<file path="config.mk">
export PLATFORM = sky130hd
export DESIGN_NAME = rtc_wb_slave_flat
export DESIGN_NICKNAME = d
export VERILOG_FILES = /design/src/rtl/rtc_wb_slave_pkg.sv /design/src/rtl/rtc_wb_slave_if.sv /design/src/rtl/rtc_wb_slave.sv /design/src/flat_wrapper.sv
export SDC_FILE = /design/constraint.sdc
export NUM_CORES = 1
export LEC_CHECK = 0
export BUFFER_PORTS_ARGS = -buffer_cell sky130_fd_sc_hd__buf_4
export CAP_MARGIN = 15
export CORE_ASPECT_RATIO = 0.9
export CORE_MARGIN = 2
export CORE_UTILIZATION = 46
export CTS_CLUSTER_SIZE = 40
export DETAILED_ROUTE_END_ITERATION = 10
export GPL_TIMING_DRIVEN = 0
export PLACE_DENSITY = 0.76
export SYNTH_ARGS = -nofsm -noshare
export SYNTH_HDL_FRONTEND = slang
export SYNTH_SLANG_ARGS = --single-unit
</file>
<file path="constraint.sdc">
create_clock -name clk_i -period 1.7 [get_ports clk_i]
set_clock_uncertainty 0.2 [all_clocks]
set_input_delay 0.255 -clock clk_i [delete_from_list [all_inputs] [get_ports clk_i]]
set_output_delay 0.255 -clock clk_i [all_outputs]
set_load 0.05 [all_outputs]
</file>
<file path="src/rtl/rtc_wb_slave_pkg.sv">
// Shared definitions for the RTC Wishbone slave: register map, STATUS bits,
// FSM encoding and the BCD field checker used for set-time validation.
package rtc_pkg;

  localparam logic [1:0] ADR_TIME   = 2'd0;
  localparam logic [1:0] ADR_ALARM  = 2'd1;
  localparam logic [1:0] ADR_STATUS = 2'd2;

  localparam int ST_PEND = 0;
  localparam int ST_WERR = 1;
  localparam int ST_AEN  = 2;

  typedef enum logic [1:0] {
    S_IDLE        = 2'd0,
    S_WAIT_STABLE = 2'd1,
    S_ACK         = 2'd2
  } state_t;

  // Both digits must be decimal and the whole field must not exceed limit.
  function automatic logic bcd_valid(input logic [7:0] field, input logic [7:0] limit);
    return (field[7:4] <= 4'd9) && (field[3:0] <= 4'd9) && (field <= limit);
  endfunction

endpackage

</file>
<file path="src/rtl/rtc_wb_slave_if.sv">
// Classic Wishbone slave port of the RTC; names follow the slave's point of view.
interface rtc_wb_if;
  logic        cyc_i;
  logic        stb_i;
  logic        we_i;
  logic [1:0]  adr_i;
  logic [31:0] dat_i;
  logic [31:0] dat_o;
  logic        ack_o;

  modport slave  (input  cyc_i, stb_i, we_i, adr_i, dat_i, output dat_o, ack_o);
  modport master (output cyc_i, stb_i, we_i, adr_i, dat_i, input  dat_o, ack_o);
endinterface

</file>
<file path="src/rtl/rtc_wb_slave.sv">
// Wishbone front end for the BCD time counters: coherent time reads, validated
// set-time loads, alarm register and alarm interrupt.
module rtc_wb_slave
  import rtc_pkg::*;
#(
  parameter int         SETTLE   = 2,
  parameter logic [7:0] HOUR_MAX = 8'h23
) (
  input  logic        clk_i,
  input  logic        rst_i,
  rtc_wb_if.slave     wb,
  input  logic [7:0]  sec_i,
  input  logic [7:0]  min_i,
  input  logic [7:0]  hour_i,
  input  logic        tick_i,
  output logic        load_o,
  output logic [23:0] load_dat_o,
  output logic        irq_o
);

  localparam int SW = (SETTLE < 1) ? 1 : $clog2(SETTLE + 1);

  state_t      r_state;
  logic [SW-1:0] r_settle;
  logic [31:0] r_dat;
  logic        r_ack;
  logic        r_load;
  logic        r_load_pend;
  logic [23:0] r_load_dat;
  logic [23:0] r_alarm;
  logic        r_aen;
  logic        r_pend;
  logic        r_werr;
  logic        r_prev_match;
  logic        r_irq;

  logic [23:0] w_live;
  logic        w_stable;
  logic        w_match;
  logic        w_req;
  logic        w_time_rd;
  logic        w_access;
  logic        w_wr_status;
  logic        w_wr_time;
  logic        w_time_ok;
  logic [2:0]  w_status;
  logic        w_unused;

  assign w_live    = {hour_i, min_i, sec_i};
  assign w_stable  = (r_settle == '0) && !tick_i;
  assign w_match   = w_stable && (w_live == r_alarm);
  assign w_req     = wb.cyc_i && wb.stb_i;
  assign w_time_rd = !wb.we_i && (wb.adr_i == ADR_TIME);
  // An access is performed in IDLE unless it is a time read that must wait out the ripple.
  assign w_access    = (r_state == S_IDLE) && w_req && !(w_time_rd && !w_stable);
  assign w_wr_status = w_access && wb.we_i && (wb.adr_i == ADR_STATUS);
  assign w_wr_time   = w_access && wb.we_i && (wb.adr_i == ADR_TIME);
  assign w_time_ok   = bcd_valid(wb.dat_i[7:0],   8'h59) &&
                       bcd_valid(wb.dat_i[15:8],  8'h59) &&
                       bcd_valid(wb.dat_i[23:16], HOUR_MAX);

  assign w_status[ST_PEND] = r_pend;
  assign w_status[ST_WERR] = r_werr;
  assign w_status[ST_AEN]  = r_aen;
  assign w_unused = &{1'b0, wb.dat_i[31:24]};

  assign wb.dat_o   = r_dat;
  assign wb.ack_o   = r_ack;
  assign load_o     = r_load;
  assign load_dat_o = r_load_dat;
  assign irq_o      = r_irq;

  always_ff @(posedge clk_i) begin
    if (rst_i) begin
      r_settle <= '0;
    end else if (tick_i) begin
      r_settle <= SW'(SETTLE);
    end else if (r_settle != '0) begin
      r_settle <= r_settle - SW'(1);
    end
  end

  always_ff @(posedge clk_i) begin
    if (rst_i) begin
      r_state     <= S_IDLE;
      r_dat       <= '0;
      r_ack       <= 1'b0;
      r_load      <= 1'b0;
      r_load_pend <= 1'b0;
      r_load_dat  <= '0;
      r_alarm     <= '0;
      r_aen       <= 1'b0;
    end else begin
      r_ack  <= 1'b0;
      r_load <= 1'b0;
      case (r_state)
        S_IDLE: begin
          if (w_req) begin
            if (w_time_rd && !w_stable) begin
              r_state <= S_WAIT_STABLE;
            end else begin
              r_state     <= S_ACK;
              r_dat       <= '0;
              r_load_pend <= 1'b0;
              if (wb.we_i) begin
                case (wb.adr_i)
                  ADR_TIME: begin
                    if (w_time_ok) begin
                      r_load_pend <= 1'b1;
                      r_load_dat  <= wb.dat_i[23:0];
                    end
                  end
                  ADR_ALARM:  r_alarm <= wb.dat_i[23:0];
                  ADR_STATUS: r_aen   <= wb.dat_i[ST_AEN];
                  default: ;
                endcase
              end else begin
                case (wb.adr_i)
                  ADR_TIME:   r_dat <= {8'h00, w_live};
                  ADR_ALARM:  r_dat <= {8'h00, r_alarm};
                  ADR_STATUS: r_dat <= {29'd0, w_status};
                  default: ;
                endcase
              end
            end
          end
        end
        S_WAIT_STABLE: begin
          if (!wb.cyc_i) begin
            r_state <= S_IDLE;
          end else if (w_stable) begin
            r_dat       <= {8'h00, w_live};
            r_load_pend <= 1'b0;
            r_state     <= S_ACK;
          end
        end
        S_ACK: begin
          r_ack   <= 1'b1;
          r_load  <= r_load_pend;
          r_state <= S_IDLE;
        end
        default: r_state <= S_IDLE;
      endcase
    end
  end

  // Sticky status bits: a new event in the same cycle as a W1C clear wins.
  always_ff @(posedge clk_i) begin
    if (rst_i) begin
      r_pend       <= 1'b0;
      r_werr       <= 1'b0;
      r_prev_match <= 1'b0;
      r_irq        <= 1'b0;
    end else begin
      if (w_stable) begin
        r_prev_match <= w_match;
      end
      r_pend <= (r_pend & ~(w_wr_status & wb.dat_i[ST_PEND])) | (w_match & ~r_prev_match);
      r_werr <= (r_werr & ~(w_wr_status & wb.dat_i[ST_WERR])) | (w_wr_time & ~w_time_ok);
      r_irq  <= r_pend & r_aen;
    end
  end

endmodule

</file>
<file path="src/flat_wrapper.sv">
// flat-port wrapper written by rule: the top's interface ports become plain ports
module rtc_wb_slave_flat import rtc_pkg::*;
#(
  parameter int         SETTLE   = 2,
  parameter logic [7:0] HOUR_MAX = 8'h23
)
  (clk_i, rst_i, sec_i, min_i, hour_i, tick_i, load_o, load_dat_o, irq_o, wb_cyc_i, wb_stb_i, wb_we_i, wb_adr_i, wb_dat_i, wb_dat_o, wb_ack_o);
  rtc_wb_if wb_i ();
  input  logic clk_i;
  input  logic rst_i;
  input  logic [7:0] sec_i;
  input  logic [7:0] min_i;
  input  logic [7:0] hour_i;
  input  logic tick_i;
  output logic load_o;
  output logic [23:0] load_dat_o;
  output logic irq_o;
  input wire logic [$bits(wb_i.cyc_i)-1:0] wb_cyc_i;
  input wire logic [$bits(wb_i.stb_i)-1:0] wb_stb_i;
  input wire logic [$bits(wb_i.we_i)-1:0] wb_we_i;
  input wire logic [$bits(wb_i.adr_i)-1:0] wb_adr_i;
  input wire logic [$bits(wb_i.dat_i)-1:0] wb_dat_i;
  output wire logic [$bits(wb_i.dat_o)-1:0] wb_dat_o;
  output wire logic [$bits(wb_i.ack_o)-1:0] wb_ack_o;
  assign wb_i.cyc_i = wb_cyc_i;
  assign wb_i.stb_i = wb_stb_i;
  assign wb_i.we_i = wb_we_i;
  assign wb_i.adr_i = wb_adr_i;
  assign wb_i.dat_i = wb_dat_i;
  assign wb_dat_o = wb_i.dat_o;
  assign wb_ack_o = wb_i.ack_o;
  rtc_wb_slave #(.SETTLE(SETTLE), .HOUR_MAX(HOUR_MAX)) u_core (.clk_i(clk_i), .rst_i(rst_i), .wb(wb_i), .sec_i(sec_i), .min_i(min_i), .hour_i(hour_i), .tick_i(tick_i), .load_o(load_o), .load_dat_o(load_dat_o), .irq_o(irq_o));
endmodule
</file>
==> run metrics <==
syn_area_per_cell 10.1 µm²; vias per cell 5.48; final worst-path cycle share 116%; Post-synth ARST share 0%; layout cell share with drive strength beyond 1 a little over two fifths; core box area roughly 8500 µm²; Port Buffers 105; Yosys cell types 41; area of the die about 9400 µm²; starting density of the core between 40% and 50%; CTS tree built; Worst Setup Start Kind register; area delta synth->final 53.3%; largest net degree at the start of global routing 17; GRT overflow 0; TNS Setup -10.82 ns; post-placement cell area slightly below 5000 µm²; kind of cell adding the most delay to the critical path simple AND/OR/NAND/NOR gates; WL/cell roughly 19 µm; Post-synth top flop dfxtp_1; CP Capture Type register; vias just under 4000; root buf cell clkbuf_8; HPWL after DPL 8190 µm; worst path bufs/invs 4; Req. time, crit path ~1.7 ns; Fmax 508 MHz; crit path max fanout 6; failing checks negative setup slack; final count of negative-setup-slack endpoints 77; drt first pass iters 4; Pwr per Cell Area around 710 nW/µm²; Mapped Area roughly 4000 µm²; DRC violations left 0; status finished, violations left; number of global-route vias before repair roughly 3700; TritonCTS Buffers 9; Post-synth EDFFs 0; clock-pin slew on the worst setup and hold paths approximately 0.090 ns; leakage about 2.6 nW; Slowest cell on crit path dfxtp_4; most frequent cells in the layout buf_4 (131), dfxtp_1 (81), mux2i_1 (44); FILL cells 604; Min-Delay Path Class in2reg; total power 4.37 mW; DIE WIDTH slightly above 100 µm; YS warnings 0; RSZ-0062 raised after global routing yes; Fin. Hold Viols 0; VDD IR max 0.599 mV; Cells after Synth slightly below 400; Top Ports between 100 and 150; CTS max path bufs 2; # diodes 0; most common cell after layout, fill and taps aside buf_4; post-synthesis sequential element count 84; Seq/Total Area, Yosys between 40% and 50%; crit path cell chain and4bb_4 -> buf_4 -> buf_6 -> buf_6 -> nand3_4 -> buf_12 -> mux2i_2 -> nor2_1; most used cell, CP buf_6; clock latency on the worst-skew pair ~0.37 ns; Design Area, Final about 6000 µm²; Rows 32; Setup CP Type reg2reg; nets between 600 and 700; WP data arrival around 2 ns; post-route ant nets 0; GR Util All Layers between 20% and 30%; max incr delay on CP about 0.36 ns; CTS Sinks 84; H-tree depth 3; worst setup margin -0.268 ns; routed wire length roughly 13000 µm; min cycle time layout about 2.0 ns; Max Transition Viols Final 0; DR iter-0 viols 243; Die Height between 90 and 100 µm; Max-cap violations 0; initial antenna violation count 0; first-pass GRT wire length ~19000 µm; GPL Wtd Cong ~0.94
-- tightest hold or removal path: cells and delay by family --
family | cells | cell delay, ns
AO/OA/AOI/OAI | 1 | 0.11
AND/OR/NAND/NOR | 1 | 0.06
buffers and inverters | 1 | 0.13
-- power breakdown --
group	leakage [nW]	total [mW]	switching, mW	internal (mW)
Combinational	1.86	0.941	0.528	0.413
Sequential	0.683	2.05	0.0357	2.01
Clock	0.0961	1.37	0.818	0.557
Total	2.64	4.37	1.38	2.98
-- registers in the layout, indices dropped and copies added, names as in the netlist --
signal               cells
u_core.r_load_pend       1
u_core.r_pend            1
u_core.r_settle          2
u_core.r_state           2
u_core.r_prev_match      1
u_core.load_o            1
u_core.r_aen             1
u_core.wb.dat_o         24
u_core.load_dat_o       24
u_core.r_alarm          24
u_core.wb.ack_o          1
u_core.irq_o             1
u_core.r_werr            1
-- logic make-up after synthesis --
| family | Yosys count | synth area share [%] |
|---|---|---|
| xor gates and xnor gates | 24 | 5.27 |
| AOI/OAI and AO/OA | 88 | 17.0 |
| and+or+nand+nor | 112 | 17.5 |
| buffers and inverters | 38 | 6.34 |
| muxes | 46 | 11.6 |
| other | 1 | 0.0941 |
| DFF | 84 | 42.2 |
-- cell usage after synthesis (2+ instances only) --
master / number / area (µm²)
a211oi_1: 4 / 30.0
a211oi_2: 20 / 250
a21oi_1: 27 / 135
a22o_1: 3 / 26.3
a22oi_1: 25 / 188
and2_1: 2 / 12.5
buf_12: 2 / 40.0
buf_2: 8 / 40.0
buf_4: 10 / 75.1
buf_6: 4 / 45.0
clkbuf_1: 13 / 48.8
dfxtp_1: 84 / 1680
mux2i_1: 46 / 460
nand2b_1: 41 / 257
nand3_1: 4 / 20.0
nand3b_1: 2 / 15.0
nand4_1: 2 / 12.5
nor2_1: 30 / 113
nor2b_1: 3 / 18.8
nor3b_2: 7 / 87.6
nor4_1: 7 / 43.8
o21ai_0: 4 / 20.0
o21ai_1: 3 / 15.0
o31ai_1: 2 / 15.0
xor2_1: 24 / 210
-- final timing paths --
path	cells past startpoint	from	slack (ns)	end
max	8	u_core.r_state[0]$_SDFFE_PP0P_	-0.27	u_core.r_alarm[21]$_SDFFE_PP0P_
min	3	wb_stb_i	0.02	u_core.r_state[0]$_SDFFE_PP0P_
max reg2reg	8	u_core.r_state[0]$_SDFFE_PP0P_	-0.27	u_core.r_alarm[21]$_SDFFE_PP0P_
min reg2reg	1	u_core.r_load_pend$_SDFFE_PP0P_	0.27	u_core.load_o$_SDFF_PP0_
-- area by class of cell --
cell class	count	area [µm²]	share of cell area, %
buffer	33	312	5.10
clock buffer	9	124	2.03
clock inverter	7	60.1	0.983
inverter	1	3.75	0.0614
multi-input combinational	278	2260	37.1
sequential	84	1690	27.7
tap	119	149	2.44
timing repair buffer	171	1510	24.7
-- layer usage --
layer  global-route usage (%)  part of all wire, %  vias up
met1                     33.5                   42     1873
met2                     42.7                   49      174
li1                         -                    -     1761
met3                     5.66                  6.5       39
met4                     7.67                  2.5        0
met5                        0                    0        -
-- metrics by stage --
step	std cells	hold WS (ns)	setup WS, ns	utilization (%)
finish	702	0.0189	-0.268	72.0
global route	702	0.0337	-0.294	72.0
CTS	685	0.000163	-0.146	67.6
detailed placement	624	0.232	-0.447	58.4
global placement	624	0.223	-0.437	58.4
floorplan	400	0.134	-0.00204	-
-- what timing repair did --
action,4_1_cts,5_1_grt
gates resized for setup,39,54
pin swaps,10,17
setup endpoints to repair,67,77
hold buffers,26,0
cloned,3,6
setup buffers,18,13
hold endpoints to repair,48,0
(Power assumes the default switching activity.)
